===== config.mk =====
export PLATFORM = sky130hd
export DESIGN_NAME = fetch_stage
export DESIGN_NICKNAME = d
export VERILOG_FILES = /design/src/rtl/fetch_stage.sv
export SDC_FILE = /design/constraint.sdc
export NUM_CORES = 1
export LEC_CHECK = 0
export BUFFER_PORTS_ARGS = -buffer_cell sky130_fd_sc_hd__buf_4
export CAP_MARGIN = 0
export CORE_ASPECT_RATIO = 1.75
export CORE_UTILIZATION = 50
export CTS_CLUSTER_SIZE = 20
export DETAILED_ROUTE_END_ITERATION = 6
export HOLD_SLACK_MARGIN = 0.05
export PLACE_DENSITY = 0.73
export SLEW_MARGIN = 20
export SYNTH_ARGS = -nofsm -noshare
export SYNTH_HDL_FRONTEND = slang
export SYNTH_SLANG_ARGS = --single-unit

===== constraint.sdc =====
create_clock -name clk -period 1.9 [get_ports clk]
set_clock_uncertainty 0.2 [all_clocks]
set_input_delay 0.38 -clock clk [delete_from_list [all_inputs] [get_ports clk]]
set_output_delay 0.38 -clock clk [all_outputs]
set_load 0.01 [all_outputs]

===== src/rtl/fetch_stage.sv =====
// Instruction-fetch stage: owns the PC, talks to a variable-latency instruction
// memory and drives the IF/ID register. It handles load-use stall, halt and branch redirect.
module fetch_stage #(
   parameter logic [15:0] RESET_PC = 16'h0000,
   parameter logic [15:0] NOP_INST = 16'h0000
) (
   input  logic        clk,
   input  logic        rst,
   input  logic        branch_taken,
   input  logic [15:0] branch_target,
   input  logic        loaduse_stall,
   input  logic        halt_stall_pc,
   output logic        imem_req,
   output logic [15:0] imem_addr,
   input  logic [15:0] imem_rdata,
   input  logic        imem_valid,
   output logic [15:0] ifid_inst,
   output logic [15:0] ifid_pc_plus2,
   output logic        ifid_valid,
   output logic        fetch_busy
);

   typedef enum logic [1:0] {FETCH, DRAIN, HALT} state_t;

   state_t      r_state, w_state_nxt;
   logic [15:0] r_pc, w_pc_nxt;
   logic [15:0] r_redirect_pc, w_redirect_nxt;
   logic        r_req, w_req_nxt;
   logic        r_skid_valid, w_skid_valid_nxt;
   logic [15:0] r_skid_inst, w_skid_inst_nxt;
   logic [15:0] r_skid_pc2, w_skid_pc2_nxt;
   logic [15:0] r_ifid_inst, w_ifid_inst_nxt;
   logic [15:0] r_ifid_pc2, w_ifid_pc2_nxt;
   logic        r_ifid_valid, w_ifid_valid_nxt;
   logic        w_done;
   logic [15:0] w_pc_plus2;
   logic [15:0] w_target;

   // r_req doubles as the "request outstanding" flag, so address and request stay put until imem_valid
   assign w_done        = r_req & imem_valid;
   assign w_pc_plus2    = r_pc + 16'd2;
   assign w_target      = {branch_target[15:1], 1'b0};
   assign imem_req      = r_req;
   assign imem_addr     = r_pc;
   assign fetch_busy    = r_req & ~imem_valid;
   assign ifid_inst     = r_ifid_inst;
   assign ifid_pc_plus2 = r_ifid_pc2;
   assign ifid_valid    = r_ifid_valid;

   always_comb begin
      w_state_nxt      = r_state;
      w_pc_nxt         = r_pc;
      w_redirect_nxt   = r_redirect_pc;
      w_req_nxt        = r_req;
      w_skid_valid_nxt = r_skid_valid;
      w_skid_inst_nxt  = r_skid_inst;
      w_skid_pc2_nxt   = r_skid_pc2;
      w_ifid_inst_nxt  = loaduse_stall ? r_ifid_inst : NOP_INST;
      w_ifid_pc2_nxt   = r_ifid_pc2;
      w_ifid_valid_nxt = loaduse_stall ? r_ifid_valid : 1'b0;

      if (branch_taken) begin
         w_ifid_inst_nxt  = NOP_INST;
         w_ifid_valid_nxt = 1'b0;
         w_skid_valid_nxt = 1'b0;
         if (!r_req || imem_valid) begin
            w_pc_nxt    = w_target;
            w_state_nxt = FETCH;
            w_req_nxt   = 1'b0;
         end else begin
            w_redirect_nxt = w_target;
            w_state_nxt    = DRAIN;
         end
      end else begin
         case (r_state)
            DRAIN: begin
               if (w_done) begin
                  w_pc_nxt    = r_redirect_pc;
                  w_state_nxt = FETCH;
                  w_req_nxt   = 1'b0;
               end
            end
            HALT: begin
               if (!halt_stall_pc) begin
                  w_state_nxt = FETCH;
               end
            end
            default: begin
               if (loaduse_stall) begin
                  if (w_done) begin
                     w_skid_valid_nxt = 1'b1;
                     w_skid_inst_nxt  = imem_rdata;
                     w_skid_pc2_nxt   = w_pc_plus2;
                     w_pc_nxt         = w_pc_plus2;
                     w_req_nxt        = 1'b0;
                  end else if (!r_req && !r_skid_valid) begin
                     w_req_nxt = 1'b1;
                  end
               end else if (halt_stall_pc) begin
                  // Let the outstanding access finish, but throw away its data and any skid entry
                  w_skid_valid_nxt = 1'b0;
                  if (!r_req || imem_valid) begin
                     w_state_nxt = HALT;
                     w_req_nxt   = 1'b0;
                  end
               end else if (r_skid_valid) begin
                  w_ifid_inst_nxt  = r_skid_inst;
                  w_ifid_pc2_nxt   = r_skid_pc2;
                  w_ifid_valid_nxt = 1'b1;
                  w_skid_valid_nxt = 1'b0;
                  w_req_nxt        = 1'b1;
               end else if (w_done) begin
                  w_ifid_inst_nxt  = imem_rdata;
                  w_ifid_pc2_nxt   = w_pc_plus2;
                  w_ifid_valid_nxt = 1'b1;
                  w_pc_nxt         = w_pc_plus2;
                  w_req_nxt        = 1'b0;
               end else if (!r_req) begin
                  w_req_nxt = 1'b1;
               end
            end
         endcase
      end
   end

   always_ff @(posedge clk or negedge rst) begin
      if (!rst) begin
         r_state       <= FETCH;
         r_pc          <= RESET_PC;
         r_redirect_pc <= RESET_PC;
         r_req         <= 1'b0;
         r_skid_valid  <= 1'b0;
         r_skid_inst   <= NOP_INST;
         r_skid_pc2    <= 16'h0000;
         r_ifid_inst   <= NOP_INST;
         r_ifid_pc2    <= 16'h0000;
         r_ifid_valid  <= 1'b0;
      end else begin
         r_state       <= w_state_nxt;
         r_pc          <= w_pc_nxt;
         r_redirect_pc <= w_redirect_nxt;
         r_req         <= w_req_nxt;
         r_skid_valid  <= w_skid_valid_nxt;
         r_skid_inst   <= w_skid_inst_nxt;
         r_skid_pc2    <= w_skid_pc2_nxt;
         r_ifid_inst   <= w_ifid_inst_nxt;
         r_ifid_pc2    <= w_ifid_pc2_nxt;
         r_ifid_valid  <= w_ifid_valid_nxt;
      end
   end

endmodule


==> results of run 1 <==
==> metal layers <==
layer,vias to the layer above,share of wire,track usage
met5,-,0,0
met4,0,0.013,0.07479
met3,11,0.035,0.04360
met2,113,0.56,0.4575
met1,2044,0.39,0.2843
li1,2045,-,-
==> flip-flops by register name, indices dropped and copies added (netlist names) <==
name	flops
ifid_valid	1
r_skid_valid	1
imem_req	1
imem_addr	15
ifid_pc_plus2	15
ifid_inst	16
r_redirect_pc	15
r_state	2
r_skid_inst	16
r_skid_pc2	15
==> power by group through the flow <==
stage | registers [mW] | logic, mW | clock network, mW
6_report | 3.53 | 4.12 | 1.80
5_1_grt | 3.62 | 4.50 | 1.92
4_1_cts | 3.47 | 3.80 | 1.84
3_5_place_dp | 3.50 | 3.70 | 0
3_3_place_gp | 3.45 | 3.62 | 0
2_1_floorplan | 3.55 | 2.06 | 0
==> tightest hold or removal path: cells and delay by family <==
family                 cells  cell delay [ps]
AND/OR/NAND/NOR            2               90
buffers and inverters      1               90
==> through the flow <==
stage | setup slack (ps) | power [mW] | utilization | std cells
2_1_floorplan | -9.925 | 5.608 | - | 510
3_3_place_gp | -38.89 | 7.070 | 0.6266 | 736
3_5_place_dp | -116.3 | 7.207 | 0.6266 | 736
4_1_cts | -63.46 | 9.109 | 0.6773 | 768
5_1_grt | -148.8 | 10.04 | 0.7017 | 778
6_report | -76.91 | 9.447 | 0.7017 | 778
==> cell type report <==
class                      instances  area, um2
fill                             725       2806
sequential                        97       2427
inverter                           7      30.03
timing repair buffer             164       1349
multi-input combinational        372       2349
clock inverter                     7      70.07
tap                              122      152.6
clock buffer                       9      225.2
==> repair_timing <==
action / in CTS / in global routing
setup buffers: 1 / 9
setup endpoints to repair: 29 / 34
hold endpoints to repair: 111 / 0
hold buffers: 15 / 0
gates resized for setup: 11 / 49
pin swaps: 3 / 16
cloned: 0 / 1
==> cell usage after synthesis (4+ instances only) <==
cell / n
clkbuf_1: 10
a22oi_1: 16
a21oi_1: 21
and3_1: 4
a31oi_1: 6
buf_2: 14
o22ai_1: 6
o21a_1: 6
o211ai_1: 4
mux2i_1: 5
o21ai_0: 44
nand2b_1: 12
a21o_1: 4
xor2_1: 4
nor2_1: 20
buf_6: 5
mux2_2: 16
inv_1: 6
nand3_1: 19
ha_1: 4
a211oi_1: 6
dfrtp_1: 97
xnor2_1: 9
nand4_1: 4
nand2_1: 121
==> cell families (layout without fill, tap and decap cells) <==
logic type	count (synthesis)	in the layout
adders and majority gates	4	4
xor gates and xnor gates	13	13
AOI/OAI and AO/OA	133	133
and+or+nand+nor	199	199
buffers and inverters	41	187
other	1	2
muxes	21	21
DFF	97	97
==> worst paths after layout <==
kind                            slack [ps]           endpoint          start
max in group asynchronous              670       imem_addr[1]            rst
min in group asynchronous              410       ifid_inst[4]            rst
worst max register to register         -80  ifid_pc_plus2[12]     r_state[0]
worst min register to register         270      r_skid_pc2[7]  r_skid_pc2[7]
worst max-delay path                   -80  ifid_pc_plus2[12]     r_state[0]
worst min-delay path                    60     r_skid_inst[1]  imem_rdata[1]
==> summary.md, run 1 <==
| Metric | Value |
|---|---|
| Status | `finished with violations` |
| Failing checks | `negative setup slack` |
| Die ar. | `10100 um2` |
| Clk pwr share | `0.191` |
| Ports | `89` |
| Comb power frac | `0.436` |
| # H-tree levels | `3` |
| Worst path max stage delay | `440 ps` |
| Clock transition at path regs | `70 ps` |
| Synth Area per Inst | `9.516 um2` |
| Chip Width | `76.40 um` |
| Top cells by area, synth | `dfrtp_1 50%, nand2_1 9.4%, o21ai_0 4.5%` |
| Worst hold slack | `58.88 ps` |
| DRT Wirelength | `12390 um` |
| Final setup vio count | `27` |
| Most common cell after layout, fill and taps aside | `buf_4` |
| Synth Area in XOR/XNOR | `0.02351` |
| Global Route Usage Sum | `0.2466` |
| Initial DRT Pass Iterations | `4` |
| Global-route wire length before repair | `19580 um` |
| Worst Hold Class | `in -> reg` |
| Dpl hpwl | `8517 um` |
| Cell area after synthesis | `4843 um2` |
| Grt total ovfl | `0` |
| Final Wtd Congestion | `0.9247` |
| Pwr dens | `1431 nW/um2` |
| Critical path arrival | `2000 ps` |
| First DRT Iteration DRCs | `267` |
| Share of power burned in registers | `0.373` |
| Worst hold path stage count | `3` |
| Synth Area in Compound Gates | `0.1777` |
| Commonest cells after routing, fill and taps aside | `137 x buf_4, 113 x nand2_1, 97 x dfrtp_1, 34 x o21ai_0` |
| Buf+Inv Stages, Crit Path | `2` |
| Final worst slack | `-76.91 ps` |
| Syn. warnings | `0` |
| CTS max path bufs | `2` |
| Worst IR drop on VDD | `1.025 mV` |
| Post-synth EDFFs | `0` |
| Most used flip-flop cell after synthesis | `dfrtp_1` |
| Worst-Skew Late Latency | `340 ps` |
| Vias per cell | `5.415` |
| Leading area contributor after synthesis | `dfrtp_1` |
| Mux cell area share after synthesis | `0.04753` |
| Vias in the first global route | `4115` |
| Post-synthesis async set-or-reset flop share | `1.000` |
| Fmax | `0.5058 GHz` |
| Fin. Hold Viols | `0` |
| Initial Util | `0.5148` |
| Area growth from synthesis to layout | `36.32%` |
| Simple-gate area share of the yosys netlist | `0.1935` |
| Least-Margin Pin Slew | `529.0 ps` |
| RSZ-0062 raised after global routing | `true` |
| Post-synthesis adder-cell area fraction | `0.01033` |
| Synth top area share | `0.5012` |
| Largest net degree at the start of global routing | `98` |
| PortBufs | `85` |
| Die height | `132.2 um` |
| Fin nets | `693` |
| TritonCTS Buffers | `9` |
| Critical-path cell list | `inv_2, ha_4, nand2b_4, nor3_4, o21ai_4, buf_6, nor2_4, a21oi_1` |
| Critical path's slowest cell | `dfrtp_1` |
| Residual DRC | `0` |
| Critical Path Fanout Max | `7` |
| Main combinational cell family by area after synthesis | `simple AND/OR/NAND/NOR gates` |
| CTS tree | `built` |
| Post-route clock period utilization | `1.040` |
| CTS Sinks | `97` |
| # rows | `47` |
| NetSw | `3.460 mW` |
| Post-route ant nets | `0` |
| CP endpoint kind | `flip-flop` |
| P_int | `5.987 mW` |
| Synth Instances | `509` |
| Switching part of the total power | `0.3663` |
| R2R depth | `8` |
| Share of layout cells above drive strength 1 | `0.3552` |
| Max_slew headroom | `0.6473` |
| Req. time, crit path | `1920 ps` |
| Final Critical Period | `1977 ps` |
| Seq/Total Area, Yosys | `0.5012` |
| #FFs+latches synth | `97` |
| Worst path depth | `8` |
| Crit path max-delay family | `simple AND/OR/NAND/NOR gates` |
| Core area | `9409 um2` |
| Setup TNS | `-1044 ps` |
| Final Instance Area | `6603 um2` |
| Clock root buffer | `clkbuf_16` |
| Detailed-route via count | `4213` |
| Antenna Diode Count | `0` |
| Worst Setup Start Kind | `flip-flop` |
| P_leak | `3.104 nW` |
| Initial antenna violation count | `0` |
| Post-synthesis cell type count | `62` |
| WL/cell | `15.93 um` |
| Slew Viols, Final | `0` |
| Maxcap violations | `0` |
| WS Path Type | `reg -> reg` |
| Dpl cell area | `5896 um2` |
Power figures use the tool's default switching activity.
==> run 2: changes to the inputs <==
--- a/config.mk
+++ b/config.mk
@@ -5,6 +5,7 @@
 export SDC_FILE = /design/constraint.sdc
 export NUM_CORES = 1
 export LEC_CHECK = 0
+export ABC_AREA = 1
 export BUFFER_PORTS_ARGS = -buffer_cell sky130_fd_sc_hd__buf_4
 export CAP_MARGIN = 0
 export CORE_ASPECT_RATIO = 1.75
@@ -13,6 +14,7 @@
 export DETAILED_ROUTE_END_ITERATION = 6
 export HOLD_SLACK_MARGIN = 0.05
 export PLACE_DENSITY = 0.73
+export RECOVER_POWER = 100
 export SLEW_MARGIN = 20
 export SYNTH_ARGS = -nofsm -noshare
 export SYNTH_HDL_FRONTEND = slang
==> run 2 against run 1 <==
The flow now finishes without violations. Wire length is 6.4% lower. Cell area is 12% lower. Register-to-register slack better by 210 ps. Sequential power is 1% higher.
==> summary.md, run 2 <==
| Metric | Value |
|---|---|
| PortBufs | `85 (unchanged)` |
| Synth Instances | `609 (+20%)` |
| Cell area after synthesis | `4703 um2 (-2.9%)` |
| #FFs+latches synth | `97 (unchanged)` |
| Least-Margin Pin Slew | `689.0 ps (+160.0 ps)` |
| Critical Path Fanout Max | `24 (+17)` |
| Placed Cells | `809 (+9.9%)` |
| Fmax | `0.5651 GHz (+12%)` |
| Top cells by area, synth | `dfrtp_1 52%, nand2_1 22%, nor2_1 3.9%` |
| Worst-Skew Late Latency | `340 ps (about the same)` |
| Worst Hold Class | `in -> reg` |
| Most common cell after layout, fill and taps aside | `nand2_1` |
| Req. time, crit path | `1980 ps (+60 ps)` |
| # rows | `46 (-2.1%)` |
| Core area | `9094 um2 (-3.4%)` |
| Clock root buffer | `clkbuf_16` |
| Post-synthesis async set-or-reset flop share | `1.000 (unchanged)` |
| Initial DRT Pass Iterations | `5 (+1)` |
| Worst Setup Start Kind | `flip-flop` |
| WS Path Type | `reg -> reg` |
| Commonest cells after routing, fill and taps aside | `272 x nand2_1, 96 x dfrtp_1, 56 x buf_4, 45 x nor2_1, 45 x clkbuf_1` |
| Dpl cell area | `5582 um2 (-5.3%)` |
| Worst r2r src | `r_state[0]` |
| Vias per cell | `5.166 (-4.6%)` |
| # H-tree levels | `3 (unchanged)` |
| Final Wtd Congestion | `0.8484 (-8.3%)` |
| Largest net degree at the start of global routing | `43 (-56%)` |
| Syn. warnings | `0 (unchanged)` |
| Share of layout cells above drive strength 1 | `0.1445 (-0.2107)` |
| Most used flip-flop cell after synthesis | `dfrtp_1` |
| Fin. Hold Viols | `0 (unchanged)` |
| Layout Cells excl Fill | `833 (+7.1%)` |
| RSZ-0062 raised after global routing | `true` |
| Slew Viols, Final | `0 (unchanged)` |
| Max_slew headroom | `0.5407 (-0.1067)` |
| Final worst slack | `130.6 ps (+207.5 ps)` |
| CTS max path bufs | `2 (unchanged)` |
| Initial antenna violation count | `0 (unchanged)` |
| P_leak | `3.025 nW (-2.6%)` |
| Seq/Total Area, Yosys | `0.5161 (+0.01493)` |
| Antenna Diode Count | `0 (unchanged)` |
| Initial Util | `0.5172 (+0.002438)` |
| Final setup vio count | `0 (-100%)` |
| Dpl hpwl | `8228 um (-3.4%)` |
| Synth Area per Inst | `7.723 um2 (-19%)` |
| Worst IR drop on VDD | `0.7536 mV (-27%)` |
| Ports | `89 (unchanged)` |
| Hold Path Sink | `r_redirect_pc[2]` |
| Chip Width | `75.32 um (-1.4%)` |
| Most numerous cell in the Yosys netlist | `nand2_1` |
| Setup bufs post-CTS | `0 (-1)` |
| CTS tree | `built` |
| Worst hold path stage count | `3 (unchanged)` |
| Top cells by count, synth | `272 x nand2_1, 97 x dfrtp_1, 49 x nor2_1, 28 x o21ai_1, 22 x inv_1` |
| Status | `finished, final reports clean` |
| Final Critical Period | `1769 ps (-207.5 ps)` |
| Grt total ovfl | `0 (unchanged)` |
| Pwr dens | `1476 nW/um2 (+3.2%)` |
| WL/cell | `13.93 um (-13%)` |
| TritonCTS Buffers | `9 (unchanged)` |
| Post-route ant nets | `0 (unchanged)` |
| Post-synthesis cell type count | `31 (-50%)` |
| Final Instance Area | `5832 um2 (-12%)` |
| Die ar. | `9814 um2 (-2.8%)` |
| Area growth from synthesis to layout | `24.00%` |
| Clock transition at path regs | `70 ps (about the same)` |
| Post-synth EDFFs | `0 (unchanged)` |
| Residual DRC | `0 (unchanged)` |
| Global Route Usage Sum | `0.2589 (+0.01235)` |
| DRT Wirelength | `11600 um (-6.4%)` |
| CTS Sinks | `97 (unchanged)` |
| R2R setup slack | `130 ps (+210 ps)` |
| FF-to-FF End | `imem_addr[12]` |
| CP endpoint kind | `flip-flop` |
| Leading area contributor after synthesis | `dfrtp_1` |
| Critical path arrival | `1850 ps (-150 ps)` |
| Detailed-route via count | `4303 (+2.1%)` |
| Pre-CTS WS | `50.37 ps (+166.7 ps)` |
| Maxcap violations | `0 (unchanged)` |
| Die height | `130.3 um (-1.4%)` |
| Synth top area share | `0.5161 (+0.01493)` |
| Post-route clock period utilization | `0.9313 (-0.1092)` |
| Fin nets | `750 (+8.2%)` |
| R2R depth | `10 (+2)` |
| First DRT Iteration DRCs | `303 (+13%)` |
| Global-route wire length before repair | `19460 um (-0.60%)` |
| Hold path start | `branch_target[2]` |
| Setup TNS | `0 ps (+1044 ps)` |
| Vias in the first global route | `4255 (+3.4%)` |
run 2: cells by family (layout without fill, tap and decap cells):
group	after synthesis	in the layout	synth area share
other	1	2	0.0007973
buffers and inverters	62	165	0.05613
adder cells (fa/ha/maj)	4	4	0.01064
flip-flops	97	97	0.5161
AND/OR/NAND/NOR	352	352	0.2972
XOR/XNOR	6	6	0.01118
AO/OA/AOI/OAI	87	87	0.1080
run 2: worst max-delay path by stage:
stage | end | slack (ps) | start | cells past startpoint
detailed placement | ifid_pc_plus2[10] | 50 | r_state[0] | 9
CTS | ifid_pc_plus2[10] | 20 | r_state[0] | 9
floorplan | ifid_pc_plus2[6] | 170 | r_state[0] | 10
global route | imem_addr[15] | -30 | imem_addr[2] | 8
global placement | ifid_pc_plus2[10] | 100 | r_state[1] | 8
finish | imem_addr[12] | 130 | r_state[0] | 10
run 2: area by class of cell:
class | count | area, um2
clock buffers | 12 | 256.5
clock inverters | 4 | 51.30
fillers | 864 | 3262
inverters | 32 | 120.1
multi-input cells | 451 | 2053
flip-flops and latches | 97 | 2429
well taps | 120 | 150.1
repair buffers | 117 | 772.0
run 2: repair_timing:
action / in CTS / in global routing
hold buffers: 8 / 0
endpoints found under the hold margin: 32 / 0
gates resized for setup: 0 / 18
setup endpoints to repair: 0 / 41
run 2: stage by stage:
stage,total power [mW],hold slack [ps],utilization
after floorplan,5.524,-115.6,-
after global placement,6.822,127.6,0.6138
after detailed placement,6.942,129.2,0.6138
after CTS,8.832,50.16,0.6564
after global routing,9.317,59.78,0.6413
final,8.608,52.61,0.6413
run 2: report_power, final:
group	switching, mW	leakage [nW]	internal (mW)
Combinational	1.97	1.64	1.21
Sequential	0.655	1.24	2.93
Clock	0.755	0.149	1.09
run 2: worst max-delay path: stages (launching register included):
cell	delay, ps
dfrtp_1	380
buf_4	140
ha_1	250
nand3_2	110
nand2_1	60
inv_2	80
nand3_4	90
buf_12	160
nor2_1	110
nand2_1	60
nand2_1	50
run 2: metal layers:
| layer | vias to the layer above | global-route usage | routed length, um |
|---|---|---|---|
| met5 | - | 0 | 0 |
| met4 | 0 | 0.08824 | 138 |
| met3 | 11 | 0.03475 | 404 |
| met2 | 110 | 0.4611 | 6194 |
| met1 | 2034 | 0.3142 | 4865 |
| li1 | 2148 | - | - |
